===== src/rtl/axi_noc_traffic_gen_if.sv =====
// AXI4 bus bundle between the NoC traffic generator (master) and the fabric (slave).
interface axi_noc_traffic_gen_if #(
  parameter int unsigned DATA_W = 64,
  parameter int unsigned ADDR_W = 64,
  parameter int unsigned ID_W   = 2
);
  logic                awvalid, awready;
  logic [ADDR_W-1:0]   awaddr;
  logic [7:0]          awlen;
  logic [2:0]          awsize;
  logic [1:0]          awburst;
  logic [ID_W-1:0]     awid;
  logic [3:0]          awcache, awqos, awregion;
  logic [2:0]          awprot;
  logic                awlock;
  logic [17:0]         awuser;

  logic                wvalid, wready, wlast;
  logic [DATA_W-1:0]   wdata;
  logic [DATA_W/8-1:0] wstrb;

  logic                bvalid, bready;
  logic [ID_W-1:0]     bid;
  logic [1:0]          bresp;

  logic                arvalid, arready;
  logic [ADDR_W-1:0]   araddr;
  logic [7:0]          arlen;
  logic [2:0]          arsize;
  logic [1:0]          arburst;
  logic [ID_W-1:0]     arid;
  logic [3:0]          arcache, arqos, arregion;
  logic [2:0]          arprot;
  logic                arlock;
  logic [17:0]         aruser;

  logic                rvalid, rready, rlast;
  logic [DATA_W-1:0]   rdata;
  logic [ID_W-1:0]     rid;
  logic [1:0]          rresp;

  modport master (
    output awvalid, awaddr, awlen, awsize, awburst, awid,
           awcache, awprot, awqos, awregion, awlock, awuser,
    input  awready,
    output wvalid, wdata, wstrb, wlast,
    input  wready,
    input  bvalid, bid, bresp,
    output bready,
    output arvalid, araddr, arlen, arsize, arburst, arid,
           arcache, arprot, arqos, arregion, arlock, aruser,
    input  arready,
    input  rvalid, rdata, rid, rresp, rlast,
    output rready
  );

  modport slave (
    input  awvalid, awaddr, awlen, awsize, awburst, awid,
           awcache, awprot, awqos, awregion, awlock, awuser,
    output awready,
    input  wvalid, wdata, wstrb, wlast,
    output wready,
    output bvalid, bid, bresp,
    input  bready,
    input  arvalid, araddr, arlen, arsize, arburst, arid,
           arcache, arprot, arqos, arregion, arlock, aruser,
    output arready,
    output rvalid, rdata, rid, rresp, rlast,
    input  rready
  );
endinterface


===== src/rtl/axi_noc_traffic_gen.sv =====
// AXI4 master traffic generator/checker: writes N_TRANS INCR bursts of a
// counting pattern from BASE_ADDR, reads them back and counts bad beats.
module axi_noc_traffic_gen #(
  parameter int unsigned DATA_W    = 64,
  parameter int unsigned ADDR_W    = 64,
  parameter int unsigned ID_W      = 2,
  parameter int unsigned TXN_ID    = 0,
  parameter int unsigned BURST_LEN = 16,
  parameter int unsigned N_TRANS   = 8,
  parameter logic [ADDR_W-1:0] BASE_ADDR = '0,
  parameter logic [31:0] SEED      = 32'h1000_0000
) (
  input  logic        clk,
  input  logic        rst,
  input  logic        start,
  output logic [1:0]  out,
  output logic [15:0] err_cnt,
  axi_noc_traffic_gen_if.master axi
);

  localparam logic [2:0]        SIZE        = 3'($clog2(DATA_W/8));
  localparam logic [ADDR_W-1:0] BURST_BYTES = ADDR_W'(BURST_LEN * (DATA_W/8));
  localparam logic [8:0]        LAST_BEAT   = 9'(BURST_LEN - 1);
  localparam logic [15:0]       LAST_TRANS  = 16'(N_TRANS - 1);
  localparam logic [31:0]       BURST_INC   = 32'(BURST_LEN);
  localparam logic [ID_W-1:0]   ID          = ID_W'(TXN_ID);

  typedef enum logic [2:0] {S_IDLE, S_WA, S_WD, S_WB, S_RA, S_RD, S_DONE} state_t;

  state_t            state_q;
  logic              awvalid_q, wvalid_q, wlast_q, bready_q, arvalid_q, rready_q;
  logic [15:0]       trans_q;
  logic [8:0]        beat_q;
  logic [ADDR_W-1:0] addr_q;
  logic [31:0]       pat_q;   // pattern word of the current beat
  logic [31:0]       bpat_q;  // pattern word of beat 0 of the current burst
  logic [1:0]        out_q;
  logic [15:0]       err_cnt_q;

  logic [DATA_W-1:0] exp_data_d;
  logic              b_err_d, r_err_d, r_end_d;
  logic [15:0]       err_inc_d;

  // Response checks and saturating error increment for the current handshake
  always_comb begin
    exp_data_d = DATA_W'(pat_q);
    b_err_d    = (axi.bresp != 2'b00) || (axi.bid != ID);
    r_err_d    = (axi.rdata != exp_data_d) || (axi.rresp != 2'b00) ||
                 (axi.rid != ID) || (axi.rlast != (beat_q == LAST_BEAT));
    r_end_d    = axi.rlast || (beat_q == LAST_BEAT);
    err_inc_d  = (err_cnt_q == 16'hFFFF) ? err_cnt_q : err_cnt_q + 16'd1;
  end

  // Sequencer: write phase, read/check phase, registered status
  always_ff @(posedge clk) begin
    if (rst) begin
      state_q   <= S_IDLE;
      awvalid_q <= 1'b0;
      wvalid_q  <= 1'b0;
      wlast_q   <= 1'b0;
      bready_q  <= 1'b0;
      arvalid_q <= 1'b0;
      rready_q  <= 1'b0;
      trans_q   <= '0;
      beat_q    <= '0;
      addr_q    <= BASE_ADDR;
      pat_q     <= SEED;
      bpat_q    <= SEED;
      out_q     <= '0;
      err_cnt_q <= '0;
    end else begin
      case (state_q)
        S_IDLE, S_DONE: begin
          if (start) begin
            state_q   <= S_WA;
            awvalid_q <= 1'b1;
            out_q     <= '0;
            err_cnt_q <= '0;
            trans_q   <= '0;
            addr_q    <= BASE_ADDR;
            pat_q     <= SEED;
            bpat_q    <= SEED;
          end
        end
        S_WA: begin
          if (axi.awready) begin
            awvalid_q <= 1'b0;
            wvalid_q  <= 1'b1;
            wlast_q   <= (LAST_BEAT == 9'd0);
            beat_q    <= '0;
            state_q   <= S_WD;
          end
        end
        S_WD: begin
          if (axi.wready) begin
            pat_q   <= pat_q + 32'd1;
            beat_q  <= beat_q + 9'd1;
            wlast_q <= ((beat_q + 9'd1) == LAST_BEAT);
            if (wlast_q) begin
              wvalid_q <= 1'b0;
              wlast_q  <= 1'b0;
              bready_q <= 1'b1;
              state_q  <= S_WB;
            end
          end
        end
        S_WB: begin
          if (axi.bvalid) begin
            bready_q <= 1'b0;
            if (b_err_d) begin
              err_cnt_q <= err_inc_d;
              out_q[1]  <= 1'b1;
            end
            if (trans_q == LAST_TRANS) begin
              trans_q   <= '0;
              addr_q    <= BASE_ADDR;
              pat_q     <= SEED;
              bpat_q    <= SEED;
              arvalid_q <= 1'b1;
              state_q   <= S_RA;
            end else begin
              trans_q   <= trans_q + 16'd1;
              addr_q    <= addr_q + BURST_BYTES;
              pat_q     <= bpat_q + BURST_INC;
              bpat_q    <= bpat_q + BURST_INC;
              awvalid_q <= 1'b1;
              state_q   <= S_WA;
            end
          end
        end
        S_RA: begin
          if (axi.arready) begin
            arvalid_q <= 1'b0;
            rready_q  <= 1'b1;
            beat_q    <= '0;
            state_q   <= S_RD;
          end
        end
        S_RD: begin
          if (axi.rvalid) begin
            if (r_err_d) begin
              err_cnt_q <= err_inc_d;
              out_q[1]  <= 1'b1;
            end
            pat_q  <= pat_q + 32'd1;
            beat_q <= beat_q + 9'd1;
            // Burst ends on rlast or after BURST_LEN beats, whichever first;
            // next burst's pattern restarts from bpat_q so an early rlast
            // does not shift the following bursts.
            if (r_end_d) begin
              rready_q <= 1'b0;
              if (trans_q == LAST_TRANS) begin
                out_q[0] <= 1'b1;
                state_q  <= S_DONE;
              end else begin
                trans_q   <= trans_q + 16'd1;
                addr_q    <= addr_q + BURST_BYTES;
                pat_q     <= bpat_q + BURST_INC;
                bpat_q    <= bpat_q + BURST_INC;
                arvalid_q <= 1'b1;
                state_q   <= S_RA;
              end
            end
          end
        end
        default: state_q <= S_IDLE;
      endcase
    end
  end

  assign axi.awvalid  = awvalid_q;
  assign axi.awaddr   = addr_q;
  assign axi.awlen    = 8'(BURST_LEN - 1);
  assign axi.awsize   = SIZE;
  assign axi.awburst  = 2'b01;
  assign axi.awid     = ID;
  assign axi.awcache  = 4'b0011;
  assign axi.awprot   = '0;
  assign axi.awqos    = '0;
  assign axi.awregion = '0;
  assign axi.awlock   = 1'b0;
  assign axi.awuser   = '0;

  assign axi.wvalid   = wvalid_q;
  assign axi.wdata    = exp_data_d;
  assign axi.wstrb    = '1;
  assign axi.wlast    = wlast_q;

  assign axi.bready   = bready_q;

  assign axi.arvalid  = arvalid_q;
  assign axi.araddr   = addr_q;
  assign axi.arlen    = 8'(BURST_LEN - 1);
  assign axi.arsize   = SIZE;
  assign axi.arburst  = 2'b01;
  assign axi.arid     = ID;
  assign axi.arcache  = 4'b0011;
  assign axi.arprot   = '0;
  assign axi.arqos    = '0;
  assign axi.arregion = '0;
  assign axi.arlock   = 1'b0;
  assign axi.aruser   = '0;

  assign axi.rready   = rready_q;

  assign out          = out_q;
  assign err_cnt      = err_cnt_q;

endmodule


===== src/flat_wrapper.sv =====
// flat-port wrapper written by rule: the top's interface ports become plain ports
module axi_noc_traffic_gen_flat 
#(
  parameter int unsigned DATA_W    = 64,
  parameter int unsigned ADDR_W    = 64,
  parameter int unsigned ID_W      = 2,
  parameter int unsigned TXN_ID    = 0,
  parameter int unsigned BURST_LEN = 16,
  parameter int unsigned N_TRANS   = 8,
  parameter logic [ADDR_W-1:0] BASE_ADDR = '0,
  parameter logic [31:0] SEED      = 32'h1000_0000
)
  (clk, rst, start, out, err_cnt, axi_awvalid, axi_awaddr, axi_awlen, axi_awsize, axi_awburst, axi_awid, axi_awcache, axi_awprot, axi_awqos, axi_awregion, axi_awlock, axi_awuser, axi_awready, axi_wvalid, axi_wdata, axi_wstrb, axi_wlast, axi_wready, axi_bvalid, axi_bid, axi_bresp, axi_bready, axi_arvalid, axi_araddr, axi_arlen, axi_arsize, axi_arburst, axi_arid, axi_arcache, axi_arprot, axi_arqos, axi_arregion, axi_arlock, axi_aruser, axi_arready, axi_rvalid, axi_rdata, axi_rid, axi_rresp, axi_rlast, axi_rready);
  axi_noc_traffic_gen_if #(.DATA_W(DATA_W), .ADDR_W(ADDR_W), .ID_W(ID_W)) axi_i ();
  input  logic clk;
  input  logic rst;
  input  logic start;
  output logic [1:0] out;
  output logic [15:0] err_cnt;
  output wire logic [$bits(axi_i.awvalid)-1:0] axi_awvalid;
  output wire logic [$bits(axi_i.awaddr)-1:0] axi_awaddr;
  output wire logic [$bits(axi_i.awlen)-1:0] axi_awlen;
  output wire logic [$bits(axi_i.awsize)-1:0] axi_awsize;
  output wire logic [$bits(axi_i.awburst)-1:0] axi_awburst;
  output wire logic [$bits(axi_i.awid)-1:0] axi_awid;
  output wire logic [$bits(axi_i.awcache)-1:0] axi_awcache;
  output wire logic [$bits(axi_i.awprot)-1:0] axi_awprot;
  output wire logic [$bits(axi_i.awqos)-1:0] axi_awqos;
  output wire logic [$bits(axi_i.awregion)-1:0] axi_awregion;
  output wire logic [$bits(axi_i.awlock)-1:0] axi_awlock;
  output wire logic [$bits(axi_i.awuser)-1:0] axi_awuser;
  input wire logic [$bits(axi_i.awready)-1:0] axi_awready;
  output wire logic [$bits(axi_i.wvalid)-1:0] axi_wvalid;
  output wire logic [$bits(axi_i.wdata)-1:0] axi_wdata;
  output wire logic [$bits(axi_i.wstrb)-1:0] axi_wstrb;
  output wire logic [$bits(axi_i.wlast)-1:0] axi_wlast;
  input wire logic [$bits(axi_i.wready)-1:0] axi_wready;
  input wire logic [$bits(axi_i.bvalid)-1:0] axi_bvalid;
  input wire logic [$bits(axi_i.bid)-1:0] axi_bid;
  input wire logic [$bits(axi_i.bresp)-1:0] axi_bresp;
  output wire logic [$bits(axi_i.bready)-1:0] axi_bready;
  output wire logic [$bits(axi_i.arvalid)-1:0] axi_arvalid;
  output wire logic [$bits(axi_i.araddr)-1:0] axi_araddr;
  output wire logic [$bits(axi_i.arlen)-1:0] axi_arlen;
  output wire logic [$bits(axi_i.arsize)-1:0] axi_arsize;
  output wire logic [$bits(axi_i.arburst)-1:0] axi_arburst;
  output wire logic [$bits(axi_i.arid)-1:0] axi_arid;
  output wire logic [$bits(axi_i.arcache)-1:0] axi_arcache;
  output wire logic [$bits(axi_i.arprot)-1:0] axi_arprot;
  output wire logic [$bits(axi_i.arqos)-1:0] axi_arqos;
  output wire logic [$bits(axi_i.arregion)-1:0] axi_arregion;
  output wire logic [$bits(axi_i.arlock)-1:0] axi_arlock;
  output wire logic [$bits(axi_i.aruser)-1:0] axi_aruser;
  input wire logic [$bits(axi_i.arready)-1:0] axi_arready;
  input wire logic [$bits(axi_i.rvalid)-1:0] axi_rvalid;
  input wire logic [$bits(axi_i.rdata)-1:0] axi_rdata;
  input wire logic [$bits(axi_i.rid)-1:0] axi_rid;
  input wire logic [$bits(axi_i.rresp)-1:0] axi_rresp;
  input wire logic [$bits(axi_i.rlast)-1:0] axi_rlast;
  output wire logic [$bits(axi_i.rready)-1:0] axi_rready;
  assign axi_awvalid = axi_i.awvalid;
  assign axi_awaddr = axi_i.awaddr;
  assign axi_awlen = axi_i.awlen;
  assign axi_awsize = axi_i.awsize;
  assign axi_awburst = axi_i.awburst;
  assign axi_awid = axi_i.awid;
  assign axi_awcache = axi_i.awcache;
  assign axi_awprot = axi_i.awprot;
  assign axi_awqos = axi_i.awqos;
  assign axi_awregion = axi_i.awregion;
  assign axi_awlock = axi_i.awlock;
  assign axi_awuser = axi_i.awuser;
  assign axi_i.awready = axi_awready;
  assign axi_wvalid = axi_i.wvalid;
  assign axi_wdata = axi_i.wdata;
  assign axi_wstrb = axi_i.wstrb;
  assign axi_wlast = axi_i.wlast;
  assign axi_i.wready = axi_wready;
  assign axi_i.bvalid = axi_bvalid;
  assign axi_i.bid = axi_bid;
  assign axi_i.bresp = axi_bresp;
  assign axi_bready = axi_i.bready;
  assign axi_arvalid = axi_i.arvalid;
  assign axi_araddr = axi_i.araddr;
  assign axi_arlen = axi_i.arlen;
  assign axi_arsize = axi_i.arsize;
  assign axi_arburst = axi_i.arburst;
  assign axi_arid = axi_i.arid;
  assign axi_arcache = axi_i.arcache;
  assign axi_arprot = axi_i.arprot;
  assign axi_arqos = axi_i.arqos;
  assign axi_arregion = axi_i.arregion;
  assign axi_arlock = axi_i.arlock;
  assign axi_aruser = axi_i.aruser;
  assign axi_i.arready = axi_arready;
  assign axi_i.rvalid = axi_rvalid;
  assign axi_i.rdata = axi_rdata;
  assign axi_i.rid = axi_rid;
  assign axi_i.rresp = axi_rresp;
  assign axi_i.rlast = axi_rlast;
  assign axi_rready = axi_i.rready;
  axi_noc_traffic_gen #(.DATA_W(DATA_W), .ADDR_W(ADDR_W), .ID_W(ID_W), .TXN_ID(TXN_ID), .BURST_LEN(BURST_LEN), .N_TRANS(N_TRANS), .BASE_ADDR(BASE_ADDR), .SEED(SEED)) u_core (.clk(clk), .rst(rst), .start(start), .out(out), .err_cnt(err_cnt), .axi(axi_i));
endmodule

===== config.mk =====
export PLATFORM = sky130hd
export DESIGN_NAME = axi_noc_traffic_gen_flat
export DESIGN_NICKNAME = d
export VERILOG_FILES = /design/src/rtl/axi_noc_traffic_gen_if.sv /design/src/rtl/axi_noc_traffic_gen.sv /design/src/flat_wrapper.sv
export SDC_FILE = /design/constraint.sdc
export NUM_CORES = 1
export LEC_CHECK = 0
export BUFFER_PORTS_ARGS = -buffer_cell sky130_fd_sc_hd__buf_2
export CAP_MARGIN = 40
export CORE_UTILIZATION = 42
export DETAILED_ROUTE_END_ITERATION = 10
export PLACE_DENSITY_LB_ADDON = 0.3
export SYNTH_ARGS = -nofsm -noshare
export SYNTH_HDL_FRONTEND = slang
export SYNTH_SLANG_ARGS = --single-unit

===== constraint.sdc =====
create_clock -name clk -period 3.5 [get_ports clk]
set_input_delay 0 -clock clk [delete_from_list [all_inputs] [get_ports clk]]
set_output_delay 0 -clock clk [all_outputs]
set_load 0.05 [all_outputs]

==> flow_metrics.env <==
export IMPL_status="completed"
export IMPL_ys_types=69
export IMPL_first_pass_iters=5
export IMPL_post_cts_resized=0
export IMPL_power_leakage_nw=5.19
export IMPL_clock_skew_ps=8.43
export IMPL_relSlewSlack_pct=48.1
export IMPL_hpwl_um=23100
export IMPL_critPathArrivalTime_ps=3430
export IMPL_yosysSeqAreaShare_pct=29.8
export IMPL_vias=11272
export IMPL_postCtsSetupRepairBufs=0
export IMPL_drv_slew=0
export IMPL_drt_iter0_markers=996
export IMPL_wire_per_inst_um=15.7
export IMPL_fin_crit_ps=3080
export IMPL_rows=60
export IMPL_max_freq_mhz=324
export IMPL_synth_area_leaders="dfxtp_1 (30%), buf_4 (14%), xnor2_1 (4.5%)"
export IMPL_period_share_pct=88.0
export IMPL_maxCapViolations=0
export IMPL_antenna_found_initial=1
export IMPL_critPathLaunchType="register"
export IMPL_final_nets=1773
export IMPL_worstSetupPathType="reg -> reg"
export IMPL_hold_path_class="in -> reg"
export IMPL_ir_drop_uv=336
export IMPL_setup_violations=0
export IMPL_stdcell_area_um2=12900
export IMPL_dieArea_um2=28400
export IMPL_end_kind="register"
export IMPL_clk_pin_slew_ps=70
export IMPL_antenna_left=0
export IMPL_syn_area_um2=11600
export IMPL_synth_flop_cell="dfxtp_1"
export IMPL_drive_above_1_share_pct=19.0
export IMPL_core_um2=27000
export IMPL_cp_max_fo=25
export IMPL_via_per_inst=5.53
export IMPL_cts_path_max_buffers=2
export IMPL_drc=0
export IMPL_p_per_area_nw_per_um2=440
export IMPL_numClockSinks=173
export IMPL_tns_ps=0
export IMPL_synth_top_area_share_pct=29.8
export IMPL_cts_made_buffers=17
export IMPL_cts_tree="yes"
export IMPL_grt_max_degree=69
export IMPL_final_hold_viol_count=0
export IMPL_initial_utilization_pct=43.0
export IMPL_synth_edf_count=0
export IMPL_finalWirelength_um=32000
export IMPL_fill_cells=2703
export IMPL_grt_pass1_wl_um=50800
export IMPL_synth_avg_cell_area_um2=7.65
export IMPL_overflow=0
export IMPL_async_flop_share_pct=0
export IMPL_die_x_um=168
export IMPL_track_usage_pct=22.0
export IMPL_placed_cell_area_um2=12200
export IMPL_worst_slew_pin_slew_ps=771
export IMPL_ys_seq_elements=173
export IMPL_area_delta_synth_final_pct=10.8
export IMPL_cts_htree_levels=4
export IMPL_postCtsHoldBufs=3
export IMPL_first_global_vias=9996
export IMPL_netlist_instances=1521
export IMPL_synth_area_leader_cell="dfxtp_1"
export IMPL_numPortBuffers=250
export IMPL_cts_root_buffer="clkbuf_16"
export IMPL_routabilityCongestion=0.897
export IMPL_required_ps=3840
export IMPL_rsz0062_at_grt="false"
export IMPL_synth_warnings=0
export IMPL_clk_latency_ps=430
export IMPL_fp_dieH_um=168
export IMPL_boundaryPins=403
[registers in the layout, indices dropped and copies added (netlist names), 2 cells and up]
| name | flops |
|---|---|
| u_core.axi.araddr | 57 |
| u_core.beat_q | 9 |
| u_core.bpat_q | 32 |
| u_core.err_cnt | 16 |
| u_core.out | 2 |
| u_core.pat_q | 32 |
| u_core.state_q | 3 |
| u_core.trans_q | 16 |
[critical path, stage by stage, from the launching register on]
cell,delay (ps)
dfxtp_1,410
ha_1,260
and3_1,240
nand3_1,90
ha_1,280
or3b_1,380
a21o_1,200
or3_1,360
buf_4,240
nor2_1,170
a31oi_1,100
a311oi_1,240
[through the flow]
stage	std cells	total power, mW	utilization [%]	hold WS [ps]	setup slack (ps)
after CTS	2038	5.69	47.7	32.8	415
after global placement	2003	3.55	45.2	342	534
after floorplan	1671	3.32	-	185	694
after global routing	2039	5.89	47.7	46.9	179
after detailed placement	2003	3.56	45.2	349	439
final	2039	5.67	47.7	45.9	418
[layout make-up]
class                           instances  area [um^2]  area share (%)
Tap cell                              341          427            3.31
Clock buffer                           19          453            3.51
Antenna cell                            1         2.50          0.0194
Clock inverter                         13          199            1.54
Sequential cell                       173         3460            26.9
Inverter                               26         97.6           0.757
Timing Repair Buffer                  280         1510            11.7
Multi-Input combinational cell       1186         6740            52.3
[Yosys cell counts, types with 10 or more instances]
library cell	n
buf_4	211
dfxtp_1	173
nor2_1	137
nand2_1	106
a21oi_1	102
o21ai_0	87
nand3_1	67
xnor2_1	60
nand4_1	56
clkbuf_1	44
nor3_1	44
xor2_1	40
and3_1	34
nor4_1	31
or4_1	28
buf_2	26
inv_1	26
o31ai_1	22
or3_1	20
a31oi_1	16
and2_1	16
o21a_1	13
o311ai_0	13
nor3b_1	12
and4_1	11
nand2b_1	10
[path summary, 6_finish.rpt]
check	start	endpoint	slack, ps	depth (start not counted)
worst max-delay path	u_core.beat_q[0]	u_core.bpat_q[20]	420	11
worst min-delay path	axi_rvalid	u_core.out[0]	50	4
worst max register to register	u_core.beat_q[0]	u_core.bpat_q[20]	420	11
worst min register to register	u_core.axi.wvalid	u_core.axi.wvalid	460	2
[power by group]
group	total, mW	internal, mW	switching [mW]	leakage (nW)
Sequential	2.04	2.00	0.0397	1.39
Clock	2.13	1.25	0.875	0.320
Combinational	1.50	0.362	1.14	3.48
[placed cells by master, fill, tap and decap left out, types with 5 or more instances in the layout]
cell type	synthesis	final
xor2_1	40	40
buf_4	211	25
nor3_1	44	44
ha_1	8	8
nand4_1	56	56
and2_1	16	16
nand3_1	67	67
xnor2_1	60	60
o21ai_0	87	87
or3_1	20	20
o21a_1	13	13
nor2_1	137	137
dfxtp_1	173	173
inv_1	26	26
o311ai_0	13	13
nor3b_1	12	12
a31oi_1	16	16
nand2b_1	10	10
o31ai_1	22	22
buf_2	26	250
nor4_1	31	31
conb_1	2	152
nand4b_1	5	5
clkbuf_16	0	17
or4_1	28	28
o211ai_1	6	6
nand3b_1	9	9
and4_1	11	11
nand2_1	106	106
a22oi_1	5	5
a21oi_1	102	102
o41ai_1	5	5
and3_1	34	34
a21o_1	8	7
a211oi_1	7	7
inv_6	0	6
[routing by layer]
layer | GRT usage, % | share of wire, % | vias to the layer above
met5 | 0 | 0 | -
met4 | 6.48 | 1.8 | 0
met3 | 3.17 | 6.9 | 39
met2 | 36.9 | 48 | 507
met1 | 29.0 | 44 | 5282
li1 | - | - | 5444
[logic make-up (layout without fill, tap and decap cells)]
group                      count (synthesis)  after routing  synth area share (%)
xor gates and xnor gates                 100            100                  7.53
AOI/OAI and AO/OA                        321            321                  17.0
and+or+nand+nor                          600            600                  27.1
buffers and inverters                    312            338                  17.2
DFF                                      173            173                  29.8
adders and majority gates                  8              8                 0.861
other                                      2            153                0.0646
muxes                                      5              5                 0.441
Power figures use the tool's default switching activity.
